--- src/rtl/data_memory_store_buffer.sv ---
// rtl/data_memory_store_buffer.sv - in-order store buffer between stage 4 and data memory
// Optional store-to-load forwarding is enabled by defining STORE_FORWARD_EN.
module data_memory_store_buffer #(
    parameter int XLEN  = 32,
    parameter int DEPTH = 4
) (
    input  logic                     clk,
    input  logic                     reset,
    input  logic                     st_valid,
    output logic                     st_ready,
    input  logic [XLEN-1:0]          st_addr,
    input  logic [XLEN-1:0]          st_data,
    input  logic [1:0]               st_size,
    output logic                     st_misaligned,
    output logic                     mem_req_valid,
    input  logic                     mem_req_ready,
    output logic [XLEN-1:0]          mem_addr,
    output logic [XLEN-1:0]          mem_wdata,
    output logic [XLEN/8-1:0]        mem_be,
    output logic [$clog2(DEPTH):0]   count,
    output logic                     empty,
    input  logic [XLEN-1:0]          ld_addr,
    output logic                     ld_hit,
    output logic [XLEN-1:0]          ld_data,
    output logic                     ld_conflict
);
    localparam int NB = XLEN / 8;
    localparam int LW = $clog2(NB);
    localparam int PW = $clog2(DEPTH);
    localparam int CW = PW + 1;
    localparam logic [XLEN-1:0] LANE_MASK = XLEN'(NB - 1);

    logic [XLEN-1:0] r_addr [DEPTH];
    logic [XLEN-1:0] r_data [DEPTH];
    logic [NB-1:0]   r_be   [DEPTH];
    logic [PW-1:0]   r_wr_ptr;
    logic [PW-1:0]   r_rd_ptr;
    logic [CW-1:0]   r_count;

    logic [LW-1:0]   w_lane;
    logic            w_bad;
    logic [NB-1:0]   w_be_base;
    logic [XLEN-1:0] w_dmask;
    logic [XLEN-1:0] w_wdata;
    logic [NB-1:0]   w_be;
    logic [XLEN-1:0] w_st_aligned;
    logic [XLEN-1:0] w_ld_aligned;
    logic            w_full;
    logic            w_valid;
    logic            w_push;
    logic            w_pop;
    logic            w_any;
    logic [PW-1:0]   w_idx [DEPTH];

    assign w_lane = st_addr[LW-1:0];

    always_comb begin
        w_bad     = 1'b0;
        w_be_base = NB'(1);
        case (st_size)
            2'b00: begin
                w_bad     = 1'b0;
                w_be_base = NB'(1);
            end
            2'b01: begin
                w_bad     = st_addr[0];
                w_be_base = NB'(3);
            end
            2'b10: begin
                w_bad     = |st_addr[1:0];
                w_be_base = NB'(15);
            end
            default: begin
                w_bad     = (XLEN == 32) || (|st_addr[2:0]);
                w_be_base = '1;
            end
        endcase
    end

    for (genvar b = 0; b < NB; b++) begin : g_dmask
        assign w_dmask[8*b +: 8] = {8{w_be_base[b]}};
    end

    // Sub-word values keep only their low bytes, then move to the addressed lane.
    assign w_wdata      = (st_data & w_dmask) << {w_lane, 3'b000};
    assign w_be         = w_be_base << w_lane;
    assign w_st_aligned = st_addr & ~LANE_MASK;
    assign w_ld_aligned = ld_addr & ~LANE_MASK;

    assign st_misaligned = st_valid && w_bad;
    assign w_full        = (r_count == CW'(DEPTH));
    assign st_ready      = !reset && !w_full;
    assign w_valid       = !reset && (r_count != '0);
    assign w_push        = st_valid && st_ready && !w_bad;
    assign w_pop         = w_valid && mem_req_ready;

    assign mem_req_valid = w_valid;
    assign count         = reset ? '0 : r_count;
    assign empty         = !w_valid;
    assign mem_addr      = w_valid ? r_addr[r_rd_ptr] : '0;
    assign mem_wdata     = w_valid ? r_data[r_rd_ptr] : '0;
    assign mem_be        = w_valid ? r_be[r_rd_ptr]   : '0;

    always_ff @(posedge clk) begin
        if (reset) begin
            r_wr_ptr <= '0;
            r_rd_ptr <= '0;
            r_count  <= '0;
        end else begin
            if (w_push) r_wr_ptr <= r_wr_ptr + 1'b1;
            if (w_pop)  r_rd_ptr <= r_rd_ptr + 1'b1;
            if (w_push && !w_pop)
                r_count <= r_count + 1'b1;
            else if (!w_push && w_pop)
                r_count <= r_count - 1'b1;
        end
    end

    always_ff @(posedge clk) begin
        if (w_push) begin
            r_addr[r_wr_ptr] <= w_st_aligned;
            r_data[r_wr_ptr] <= w_wdata;
            r_be[r_wr_ptr]   <= w_be;
        end
    end

    for (genvar k = 0; k < DEPTH; k++) begin : g_idx
        assign w_idx[k] = r_rd_ptr + PW'(k);
    end

`ifdef STORE_FORWARD_EN
    logic [NB-1:0]   w_best_be;
    logic [XLEN-1:0] w_best_data;

    // Scan oldest to youngest so the last match left standing is the youngest.
    always_comb begin
        w_any       = 1'b0;
        w_best_be   = '0;
        w_best_data = '0;
        for (int k = 0; k < DEPTH; k++) begin
            if (!reset && (CW'(k) < r_count) && (r_addr[w_idx[k]] == w_ld_aligned)) begin
                w_any       = 1'b1;
                w_best_be   = r_be[w_idx[k]];
                w_best_data = r_data[w_idx[k]];
            end
        end
    end

    assign ld_hit      = w_any && (&w_best_be);
    assign ld_data     = ld_hit ? w_best_data : '0;
    assign ld_conflict = w_any && !(&w_best_be);
`else
    always_comb begin
        w_any = 1'b0;
        for (int k = 0; k < DEPTH; k++) begin
            if (!reset && (CW'(k) < r_count) && (r_addr[w_idx[k]] == w_ld_aligned))
                w_any = 1'b1;
        end
    end

    assign ld_hit      = 1'b0;
    assign ld_data     = '0;
    assign ld_conflict = w_any;
`endif

endmodule

--- config.mk ---
export PLATFORM = sky130hd
export DESIGN_NAME = data_memory_store_buffer
export DESIGN_NICKNAME = d
export VERILOG_FILES = /design/src/rtl/data_memory_store_buffer.sv
export SDC_FILE = /design/constraint.sdc
export NUM_CORES = 1
export LEC_CHECK = 0
export BUFFER_PORTS_ARGS = -buffer_cell sky130_fd_sc_hd__buf_4
export CAP_MARGIN = 10
export CORE_MARGIN = 2
export CORE_UTILIZATION = 42
export DETAILED_ROUTE_END_ITERATION = 12
export GPL_TIMING_DRIVEN = 0
export PLACE_DENSITY = 0.65
export SLEW_MARGIN = 20
export SYNTH_ARGS = -nofsm -noshare
export SYNTH_HDL_FRONTEND = slang
export SYNTH_SLANG_ARGS = --single-unit
--- constraint.sdc ---
create_clock -name clk -period 4.2 [get_ports clk]
set_input_delay 0.84 -clock clk [delete_from_list [all_inputs] [get_ports clk]]
set_output_delay 0.84 -clock clk [all_outputs]
set_load 0.005 [all_outputs]
==> impl_metrics.tcl <==
set metrics [dict create \
    antenna_left 0 \
    reg2regPathDepth 7 \
    cap_violations 0 \
    grt_util_all_layers_pct 24.0 \
    htree_levels 1 \
    report.final.slew_viol_count 0 \
    root_buffer "clkbuf_16" \
    synth_seq_cells 273 \
    max_freq_mhz 239 \
    clock_sinks 273 \
    dieArea_um2 37600 \
    grt_start_max_net_pins 40 \
    syn_inst 1048 \
    skew_ns 0.0276 \
    fp.coreArea_um2 35600 \
    syn-cell-area_um2 15100 \
    setup_violations 0 \
    fin_crit_sh_pct 99.8 \
    cp_data_required_time_ns 3.36 \
    worstHoldPathCells 1 \
    synth.avg_cell_area_um2 14.4 \
    crit_top_cell "buf_4" \
    finish.net_count 1387 \
    synth_enable_flop_cells 264 \
    post-route-drc-count 0 \
    first_iter_violations 866 \
    grt_pass1_vias 10330 \
    hold_ws_ns 0.445 \
    worstPathCellList "clkbuf_8, buf_6, buf_4, mux2i_1, o221ai_1, nor3_1, o2111ai_1, o22ai_1, a311o_1, buf_4" \
    slowest_stage "mux2i_1" \
    stdcell_area_um2 18400 \
    drive_gt1_share_pct 33.1 \
    cp.arrival_ns 3.35 \
    vias 10308 \
    cts.clk_slew.worst_paths_ns 0.07 \
    crit_path_start_kind "flip-flop" \
    final_util_pct 51.9 \
    clk_latency_ns 0.59 \
    outcome "completed" \
    critPathMaxFanout 10 \
    grt_overflow_total 0 \
    crit_path_max_incr_delay_ns 0.41 \
    synthFlopType "edfxtp_1" \
    hold_path.class "in2reg" \
    period_needed_ns 4.19 \
    holdBufCountCts 0 \
    place_area_um2 17100 \
    wl_per_cell_um 26.3 \
    ys_warn_count 0 \
    yosysTopAreaCellShare_pct 52.4 \
    syn2layout_area_growth_pct 21.8 \
    yosys-top-cells-area "edfxtp_1, mux4_2, mux2i_1, xnor2_1, and2_1" \
    tns_ns 0 \
    p_leak_nw 6.32 \
    globalplace.congestion 1.01 \
    clockBufferDepth 3 \
    timing_worst_slew_pin_value_ns 0.760 \
    routed_wirelength_um 46200 \
    peakVddDrop_uv 364 \
    port_buffers 158 \
    die_w_um 194 \
    slew_headroom_pct 49.1 \
    grt_pass1_wl_um 66900 \
    p_per_area_nw_per_um2 395 \
    firstDrtPassIters 5 \
    synth_cell_types 60 \
    antenna_found_initial 4 \
    cts_made_buffers 29 \
    hold_viol_final 0 \
    dp_hpwl_um 34000 \
    netlist.top_cell.by_area "edfxtp_1" \
    report.power.total_w 0.00729 \
    start_util_pct 42.6 \
    die_y_um 194 \
    crit_type "reg2out" \
    io_pins 211 \
    yosysSeqAreaShare_pct 53.5 \
    viasPerCell 5.86 \
    num_rows 69 \
    async_flop_share_pct 0 \
    cts_tree "done" \
    cp-end-kind "output pin" \
]
logic make-up after synthesis:
| group | after synthesis | synth area share (%) |
|---|---|---|
| other | 1 | 0.0248 |
| DFF | 273 | 53.5 |
| xor gates and xnor gates | 98 | 5.67 |
| muxes | 191 | 21.9 |
| adders and majority gates | 9 | 0.744 |
| and+or+nand+nor | 224 | 7.66 |
| buffers and inverters | 124 | 4.83 |
| AOI/OAI and AO/OA | 128 | 5.68 |
flip-flops by register name, indices dropped and copies added, names as in the netlist, named ones only:
| register | cells |
|---|---|
| r_rd_ptr | 2 |
| r_be | 16 |
| r_addr | 120 |
| r_count | 3 |
| r_data | 128 |
| r_wr_ptr | 2 |
Yosys cell counts (all sizes together), types with 13 or more instances:
master	number
clkbuf	37
inv	15
nor4	14
buf	72
mux4	107
xnor2	60
and2	74
xor2	38
edfxtp	264
o22ai	14
nor2	36
a21oi	13
o21ai	44
nand2	63
mux2i	73
cell usage in the layout, fill, tap and decap left out, types with 11 or more instances in the layout:
cell type and instances:
o22ai_1 14, nand2_1 63, mux2i_1 59, edfxtp_1 264
inv_1 15, nand4_1 11, xor2_1 38, mux2i_2 11
o21ai_0 41, xnor2_1 54, mux2_2 11, clkbuf_1 36
a21oi_1 12, mux4_2 97, buf_4 203, nor2_1 36
and2_1 70, conb_1 35, clkbuf_16 29
worst max-delay path, delay by kind of cell (launching register included):
kind | cells | cell delay (ns)
AOI/OAI and AO/OA | 4 | 0.73
buffers and inverters | 4 | 0.91
DFF | 1 | 0.35
muxes | 1 | 0.41
and+or+nand+nor | 1 | 0.36
path summary, 6_finish.rpt:
kind,start,end,slack (ns)
max reg2reg,r_count[0]$_SDFFE_PP0P_,r_data[2][7]$_DFFE_PP_,1.31
max,r_rd_ptr[0]$_SDFFE_PP0P_,ld_conflict,0.009
min,st_addr[22],r_addr[3][20]$_DFFE_PP_,0.45
min reg2reg,r_count[1]$_SDFFE_PP0P_,r_count[1]$_SDFFE_PP0P_,0.55
repair_timing:
action,in CTS,in global routing
buffers inserted,0,1
resized for setup,24,42
pin swaps,1,2
endpoints found under the setup margin,16,1
per-layer routing:
layer	routed length, µm	GRT usage [%]	vias to the layer above	part of all wire, %
met2	22100	38.9	527	48
met1	18000	30.7	5189	39
met4	2080	10.7	4	4.5
met5	26	0	-	0.056
li1	-	-	4479	-
met3	4000	6.02	109	8.7
final cells by class:
class                      instances  area, µm²
inverter                          15       56.3
clock inverter                    20        265
fill                            3023      17100
sequential                       273       8110
clock buffer                      32        737
multi-input combinational        685       6660
tap                              461        577
timing repair buffer             163       1300
antenna                            2       5.00
buffer                           109        733
per-stage QoR:
stage	instances	setup slack [ns]
after detailed placement	1705	-0.0271
after floorplan	1082	0.376
after global routing	1759	-0.00664
final	1760	0.00900
after CTS	1757	-0.0195
after global placement	1701	-1.88
power by group:
group          total [W]  internal, W  switching (W)
registers        0.00308      0.00305      0.0000322
logic            0.00151     0.000689       0.000820
clock network    0.00270      0.00163        0.00106
(Power assumes the default switching activity.)
